`src/rtl/pipe_hazard_ctrl_pkg.sv`:
```
// Shared types for the pipeline hazard controller:
// instruction type codes, FSM states and scoreboard entry layout.
package pipe_hazard_ctrl_pkg;

    localparam logic [3:0] R_TYPE           = 4'd0;
    localparam logic [3:0] I_TYPE           = 4'd1;
    localparam logic [3:0] L_TYPE           = 4'd2;
    localparam logic [3:0] S_TYPE           = 4'd3;
    localparam logic [3:0] B_TYPE           = 4'd4;
    localparam logic [3:0] JAL_TYPE         = 4'd5;
    localparam logic [3:0] JALR_TYPE        = 4'd6;
    localparam logic [3:0] U_TYPE           = 4'd7;
    localparam logic [3:0] CSR_TYPE         = 4'd8;
    localparam logic [3:0] E_TYPE_MRET_TYPE = 4'd9;
    localparam logic [3:0] FENCE_TYPE       = 4'd10;

    typedef enum logic [1:0] {
        PHC_RUN    = 2'd0,
        PHC_DRAIN  = 2'd1,
        PHC_SERIAL = 2'd2
    } phc_state_e;

    // Entry = {valid, rd_wen, rd[AW-1:0], is_load, is_serial}
    localparam int PHC_SB_FLAGS = 4;
    localparam int PHC_AW       = 5;
    localparam int PHC_SB_W     = PHC_AW + PHC_SB_FLAGS;

    function automatic int phc_sb_width(input int aw);
        return aw + PHC_SB_FLAGS;
    endfunction

    function automatic logic is_serial_type(input logic [3:0] t);
        return (t == CSR_TYPE) || (t == E_TYPE_MRET_TYPE) ||
               (t == FENCE_TYPE);
    endfunction

endpackage

```
`src/rtl/pipe_hazard_ctrl_sb_stage.sv`:
```
// One in-flight scoreboard entry (EX, MEM or WB slot).
// Clear wins over load; otherwise the entry holds.
module phc_sb_stage
    import pipe_hazard_ctrl_pkg::*;
#(
    parameter int W = PHC_SB_W
) (
    input  logic         clk,
    input  logic         rst_n,
    input  logic         clear,
    input  logic         load,
    input  logic [W-1:0] d,
    output logic [W-1:0] q
);

    // Entry register: clear to invalid, load new entry, or hold
    always_ff @(posedge clk or negedge rst_n) begin
        if (!rst_n) begin
            q <= '0;
        end else if (clear) begin
            q <= '0;
        end else if (load) begin
            q <= d;
        end
    end

endmodule

```
`src/rtl/pipe_hazard_ctrl.sv`:
```
// Stall/flush sequencer for the 5-stage core: load-use hazards,
// memory back-pressure and serialisation of CSR/ECALL/MRET/FENCE.
module pipe_hazard_ctrl
    import pipe_hazard_ctrl_pkg::*;
#(
    parameter bit FWD_EN = 1'b1,
    parameter int AW     = 5
) (
    input  logic          clk,
    input  logic          rst_n,
    input  logic          id_valid,
    input  logic [3:0]    id_inst_type,
    input  logic          id_rs1_ren,
    input  logic          id_rs2_ren,
    input  logic [AW-1:0] id_rs1_addr,
    input  logic [AW-1:0] id_rs2_addr,
    input  logic          id_rd_wen,
    input  logic [AW-1:0] id_rd_addr,
    input  logic          id_branch_taken,
    input  logic          mem_busy,
    output logic          pc_stall,
    output logic          if_id_stall,
    output logic          if_id_flush,
    output logic          id_ex_bubble,
    output logic          ex_mem_stall,
    output logic          id_fire,
    output logic          wb_serial_retire
);

    localparam int W     = phc_sb_width(AW);
    localparam int V_B   = W - 1;
    localparam int WEN_B = W - 2;
    localparam int LD_B  = 1;

    phc_state_e   state;
    logic [3:0]   ser_type;
    logic [W-1:0] ser_q;

    logic [W-1:0] ex_q;
    logic [W-1:0] mem_q;
    logic [W-1:0] wb_q;
    logic [W-1:0] ex_d;

    logic id_is_load;
    logic id_is_serial;
    logic rs1_chk;
    logic rs2_chk;
    logic ex_match;
    logic mem_match;
    logic hazard;
    logic sb_empty;
    logic fire;
    logic retire;
    logic redirect;

    assign id_is_load   = (id_inst_type == L_TYPE);
    assign id_is_serial = is_serial_type(id_inst_type);

    assign ex_d = {1'b1, id_rd_wen, id_rd_addr, id_is_load, id_is_serial};

    phc_sb_stage #(.W(W)) u_ex (
        .clk   (clk),
        .rst_n (rst_n),
        .clear (!mem_busy && !fire),
        .load  (!mem_busy && fire),
        .d     (ex_d),
        .q     (ex_q)
    );

    phc_sb_stage #(.W(W)) u_mem (
        .clk   (clk),
        .rst_n (rst_n),
        .clear (1'b0),
        .load  (!mem_busy),
        .d     (ex_q),
        .q     (mem_q)
    );

    // A stalled MEM access still lets the WB slot drain
    phc_sb_stage #(.W(W)) u_wb (
        .clk   (clk),
        .rst_n (rst_n),
        .clear (mem_busy),
        .load  (!mem_busy),
        .d     (mem_q),
        .q     (wb_q)
    );

    assign rs1_chk = id_rs1_ren && (id_rs1_addr != '0);
    assign rs2_chk = id_rs2_ren && (id_rs2_addr != '0);

    assign ex_match = ex_q[V_B] && ex_q[WEN_B] &&
        ((rs1_chk && (id_rs1_addr == ex_q[AW+1:2])) ||
         (rs2_chk && (id_rs2_addr == ex_q[AW+1:2])));

    assign mem_match = mem_q[V_B] && mem_q[WEN_B] &&
        ((rs1_chk && (id_rs1_addr == mem_q[AW+1:2])) ||
         (rs2_chk && (id_rs2_addr == mem_q[AW+1:2])));

    // With forwarding only an unfinished load blocks issue
    assign hazard = FWD_EN
        ? ((ex_match && ex_q[LD_B]) ||
           (mem_match && mem_q[LD_B] && mem_busy))
        : (ex_match || mem_match);

    assign sb_empty = !ex_q[V_B] && !mem_q[V_B] && !wb_q[V_B];

    assign fire = id_valid && !mem_busy &&
        (((state == PHC_RUN) && !hazard && !id_is_serial) ||
         ((state == PHC_DRAIN) && sb_empty));

    // The issued serial entry is recognised when it reaches WB
    assign retire = (state == PHC_SERIAL) && (wb_q == ser_q);

    assign redirect = (id_inst_type == JAL_TYPE) ||
                      (id_inst_type == JALR_TYPE) ||
                      ((id_inst_type == B_TYPE) && id_branch_taken);

    // Serialisation sequencer: drain, issue alone, wait for retire
    always_ff @(posedge clk or negedge rst_n) begin
        if (!rst_n) begin
            state    <= PHC_RUN;
            ser_type <= '0;
            ser_q    <= '0;
        end else begin
            unique case (state)
                PHC_RUN: begin
                    if (id_valid && id_is_serial) begin
                        state <= PHC_DRAIN;
                    end
                end
                PHC_DRAIN: begin
                    if (fire) begin
                        state    <= PHC_SERIAL;
                        ser_type <= id_inst_type;
                        ser_q    <= ex_d;
                    end
                end
                PHC_SERIAL: begin
                    if (retire) begin
                        state <= PHC_RUN;
                    end
                end
                default: state <= PHC_RUN;
            endcase
        end
    end

    // Outputs are forced low while reset is asserted
    always_comb begin
        id_fire          = rst_n && fire;
        pc_stall         = rst_n && id_valid && !fire;
        if_id_stall      = rst_n && id_valid && !fire;
        id_ex_bubble     = rst_n && !fire && !mem_busy;
        ex_mem_stall     = rst_n && mem_busy;
        wb_serial_retire = rst_n && retire;
        if_id_flush      = rst_n &&
            ((fire && redirect) ||
             (retire && (ser_type == E_TYPE_MRET_TYPE)));
    end

endmodule

```
`config.mk`:
```
export PLATFORM = sky130hd
export DESIGN_NAME = pipe_hazard_ctrl
export DESIGN_NICKNAME = d
export VERILOG_FILES = /design/src/rtl/pipe_hazard_ctrl_pkg.sv /design/src/rtl/pipe_hazard_ctrl_sb_stage.sv /design/src/rtl/pipe_hazard_ctrl.sv
export SDC_FILE = /design/constraint.sdc
export NUM_CORES = 1
export LEC_CHECK = 0
export CAP_MARGIN = 10
export CORE_UTILIZATION = 35
export DETAILED_ROUTE_END_ITERATION = 8
export PLACE_DENSITY = 0.57
export SLEW_MARGIN = 20
export SYNTH_ARGS = -nofsm -noshare
export SYNTH_HDL_FRONTEND = slang
export SYNTH_HIERARCHICAL = 1
export SYNTH_SLANG_ARGS = --single-unit
```
`constraint.sdc`:
```
create_clock -name clk -period 2.2 [get_ports clk]
set_input_delay 0.44 -clock clk [delete_from_list [all_inputs] [get_ports clk]]
set_output_delay 0.44 -clock clk [all_outputs]
set_load 0.01 [all_outputs]
```
==> run summary <==
The run finished, with violations left. The final reports fail on setup timing. During synthesis, Yosys emitted a total of 6 warnings. The synthesized design contains 0 enable-type register cells.

The sequential area share after synthesis came out at ~50%. The core area is 5640 um^2. The endpoint class of the critical path is an output pin. The wire length of the first global-routing pass is 7910 um.

The library cells used most frequently in the layout, excluding fill and tap cells, are dfrtp_1, buf_4, nor2_1. The average wire length per cell after detail routing is around 14 um. The critical register-to-register path startpoint is u_ex/q[4]. The count of endpoints failing setup in the final report is 14.

The mean instance size in the synthesized netlist is 11.6 um^2. Tracing the worst setup path back leads to its startpoint at u_wb/q[6]. The number of hold buffers added after CTS came out at 0. The initial antenna violation count came out at 0.

The total length of routed wires is 4730 um. The number of H-tree levels came out at 2. The startpoint-to-endpoint class of the critical path is register to output pin.

The largest clock skew in the final design is between 6 and 7 ps. Yosys mapped the design onto 36 distinct sky130hd cell types. The minimum clock period came out at 2360 ps. The largest net degree at the start of global routing came out at 31.

After filler insertion, the fill cell instance count of the layout stands at 514. The xor/xnor cell area share of the yosys netlist is 7.92%. The post-synthesis cell count came out at around 180. VDD sags by at most 0.341 mV. At the end of routability-driven placement, the weighted congestion stood at 0.765. The setup TNS is -999 ps. The row count is 27. Leaving out fill and tap cells, the most frequent cell in the layout is dfrtp_1. The footprint of the multi-input gates came out at 1010 um^2. The count of clock tree sinks came out at 42. The share of synthesized cell area in full adder, half adder and majority cells is 0%.

The mux share of post-synthesis cell area came out at 20.0%. The detailed router finished its first iteration with 105 violations. The number of nets in the layout came out at about 280.

Using the TritonRoute via totals, the vias-per-cell ratio works out to 4.86. The clock latency reported for the late side of the worst-skew pair is 290 ps. The type of the worst min-delay path is primary input to asynchronous set/reset pin. Data on the critical path arrives at its endpoint at 1920 ps. The highest net fanout along the worst path came out at 2. Cells fill slightly above 50% of the core in the end. The number of hold violations in the final report came out at 0. The effective utilization at floorplan came out at 37.2%. The HPWL after detailed placement is 3380 um.

TritonCTS built the clock tree. The measured slew at the worst slew-check pin is just under 600 ps. The setup slack of the critical path after layout came out at -156 ps. The maximum frequency from static timing analysis came out at 424 MHz.

STA puts the critical path data required time at 1760 ps. The area of the die is ~6300 um^2. 34 I/O pins were placed.

The via count of the first global-routing pass came to 1643. The number of routed nets with antenna violations came out at 0. The count of buffers added on input and output ports is 33. STA classifies the critical path startpoint as a register.

The signed area change from the synthesized netlist to the final layout is 37.3%. The total power of the final layout came out at 2.46 mW. The area occupied by registers is approximately 1100 um^2. The number of nets handed over by synthesis was 208.

The async set or reset register ratio after synthesis is 100%. The number of max-capacitance violations reported is 0. The area share of and/or/nand/nor cells after synthesis came out at between 10% and 20%. The clock tree buffer depth is 2. Setup repair after global routing could not meet its margin everywhere.

The overflow left after global routing is 0. The power density relative to cell area is 854 nW/um^2. In the final layout, the share of cells above drive strength 1 is 33.5%. The overall die height came out at 79.5 um. The total count of max-transition violations in the final report came out at 0. After routing the design area is 2880 um^2. The leakage power is 1.40 nW. The total clock buffers created by CTS came out at 5. The diode insertion count for antenna repair is 0. The placed instances occupy a cell area of 2740 um^2. The tree is rooted in a clkbuf_8. In the routed design, unresolved DRC markers number 0.

Across all layers, the routed design uses 1600 vias. The post-synthesis compound-gate area fraction is about 3.9%. Global routing consumed, over all layers together, ~17% of the routing resources. After clock tree synthesis, the clock-pin slew on the worst setup and hold paths is 80 ps. The worst slew margin relative to its limit came out at 60.4%. In this run the horizontal extent of the chip is 79.5 um. Of the available clock period, the critical path in the final layout requires 107%. The area of the mapped netlist is roughly 2100 um^2. The pre-antenna-repair detailed-routing pass consisted of 6 iterations.

By area, the combinational part of the netlist is dominated by multiplexers. The register bit count reported by yosys is 42. Among all flip-flop cells after synthesis, the most frequent one is dfrtp_1.
-- kinds of logic (layout without fill, tap and decap cells) --
| logic type | count (synthesis) | in the layout |
|---|---|---|
| buf+inv | 11 | 87 |
| mux | 38 | 38 |
| simple gates | 58 | 58 |
| xor+xnor | 19 | 19 |
| other cells | 2 | 2 |
| flops | 42 | 42 |
| compound gates | 11 | 11 |
-- critical path: stages (launching register included) --
cell and delay, ps:
dfrtp_1 390, xor2_1 170, nor4_1 270, buf_4 150, nand4_1 170, buf_4 200
o22ai_2 130, buf_2 140
-- path summary, 6_finish.rpt --
check / to / slack, ps / depth (start not counted)
worst max register to register: u_ex/q[0] / -30 / 10
worst min register to register: ser_q[8] / 500 / 1
worst min-delay path: ser_q[0] / 10 / 1
worst max-delay path: if_id_flush / -160 / 7
min in group clk: ser_q[8] / 500 / 1
max in group asynchronous: u_wb/q[1] / 1520 / 2
-- state kept, by name (all words and copies together) (netlist names) --
signal and flops:
ser_q 9, ser_type 4, state 2, u_ex/q 9
u_mem/q 9, u_wb/q 9
-- synth_stat cells (3+ instances only) --
library cell  instances  area (um^2)
nor2_1               31          116
buf_6                 4         45.0
nand4_1               4         25.0
dfrtp_1              42         1050
xor2_1                7         61.3
mux2_2                4         45.0
nand2_1               4         15.0
xnor2_1              12          105
mux2_4                7          105
mux2i_1              27          270
buf_1                 3         11.3
-- layout make-up --
type,instances,area share (%)
inverters,3,0.390
flip-flops and latches,42,36.4
clock buffers,6,2.52
repair buffers,76,21.2
clock inverters,2,1.30
well taps,72,3.12
multi-input cells,128,35.1
-- through the flow --
stage	hold WS, ps	instances	setup slack (ps)
final	11.9	329	-156
after global routing	16.3	329	-241
after CTS	13.4	326	-264
after detailed placement	333	314	-839
after global placement	331	314	-797
after floorplan	144	181	91.4
-- where the power goes --
part | switching [mW] | internal [mW]
sequential | 0.110 | 0.935
combinational | 0.313 | 0.499
clock | 0.266 | 0.339
total | 0.689 | 1.77
-- per-layer routing --
metal  wire, um  vias to the layer above  track usage [%]
met2       2100                       52             26.4
met4        123                        0             5.45
met5          0                        -                0
met3        219                        9             3.20
met1       2290                      760             22.5
li1           -                      779                -
-- what timing repair did --
| action | in CTS | in global routing |
|---|---|---|
| pin swaps | 9 | 11 |
| endpoints found under the setup margin | 16 | 15 |
| cloned | 0 | 0 |
| buffers inserted | 4 | 3 |
| gates resized for setup | 40 | 15 |
Power figures use the tool's default switching activity.
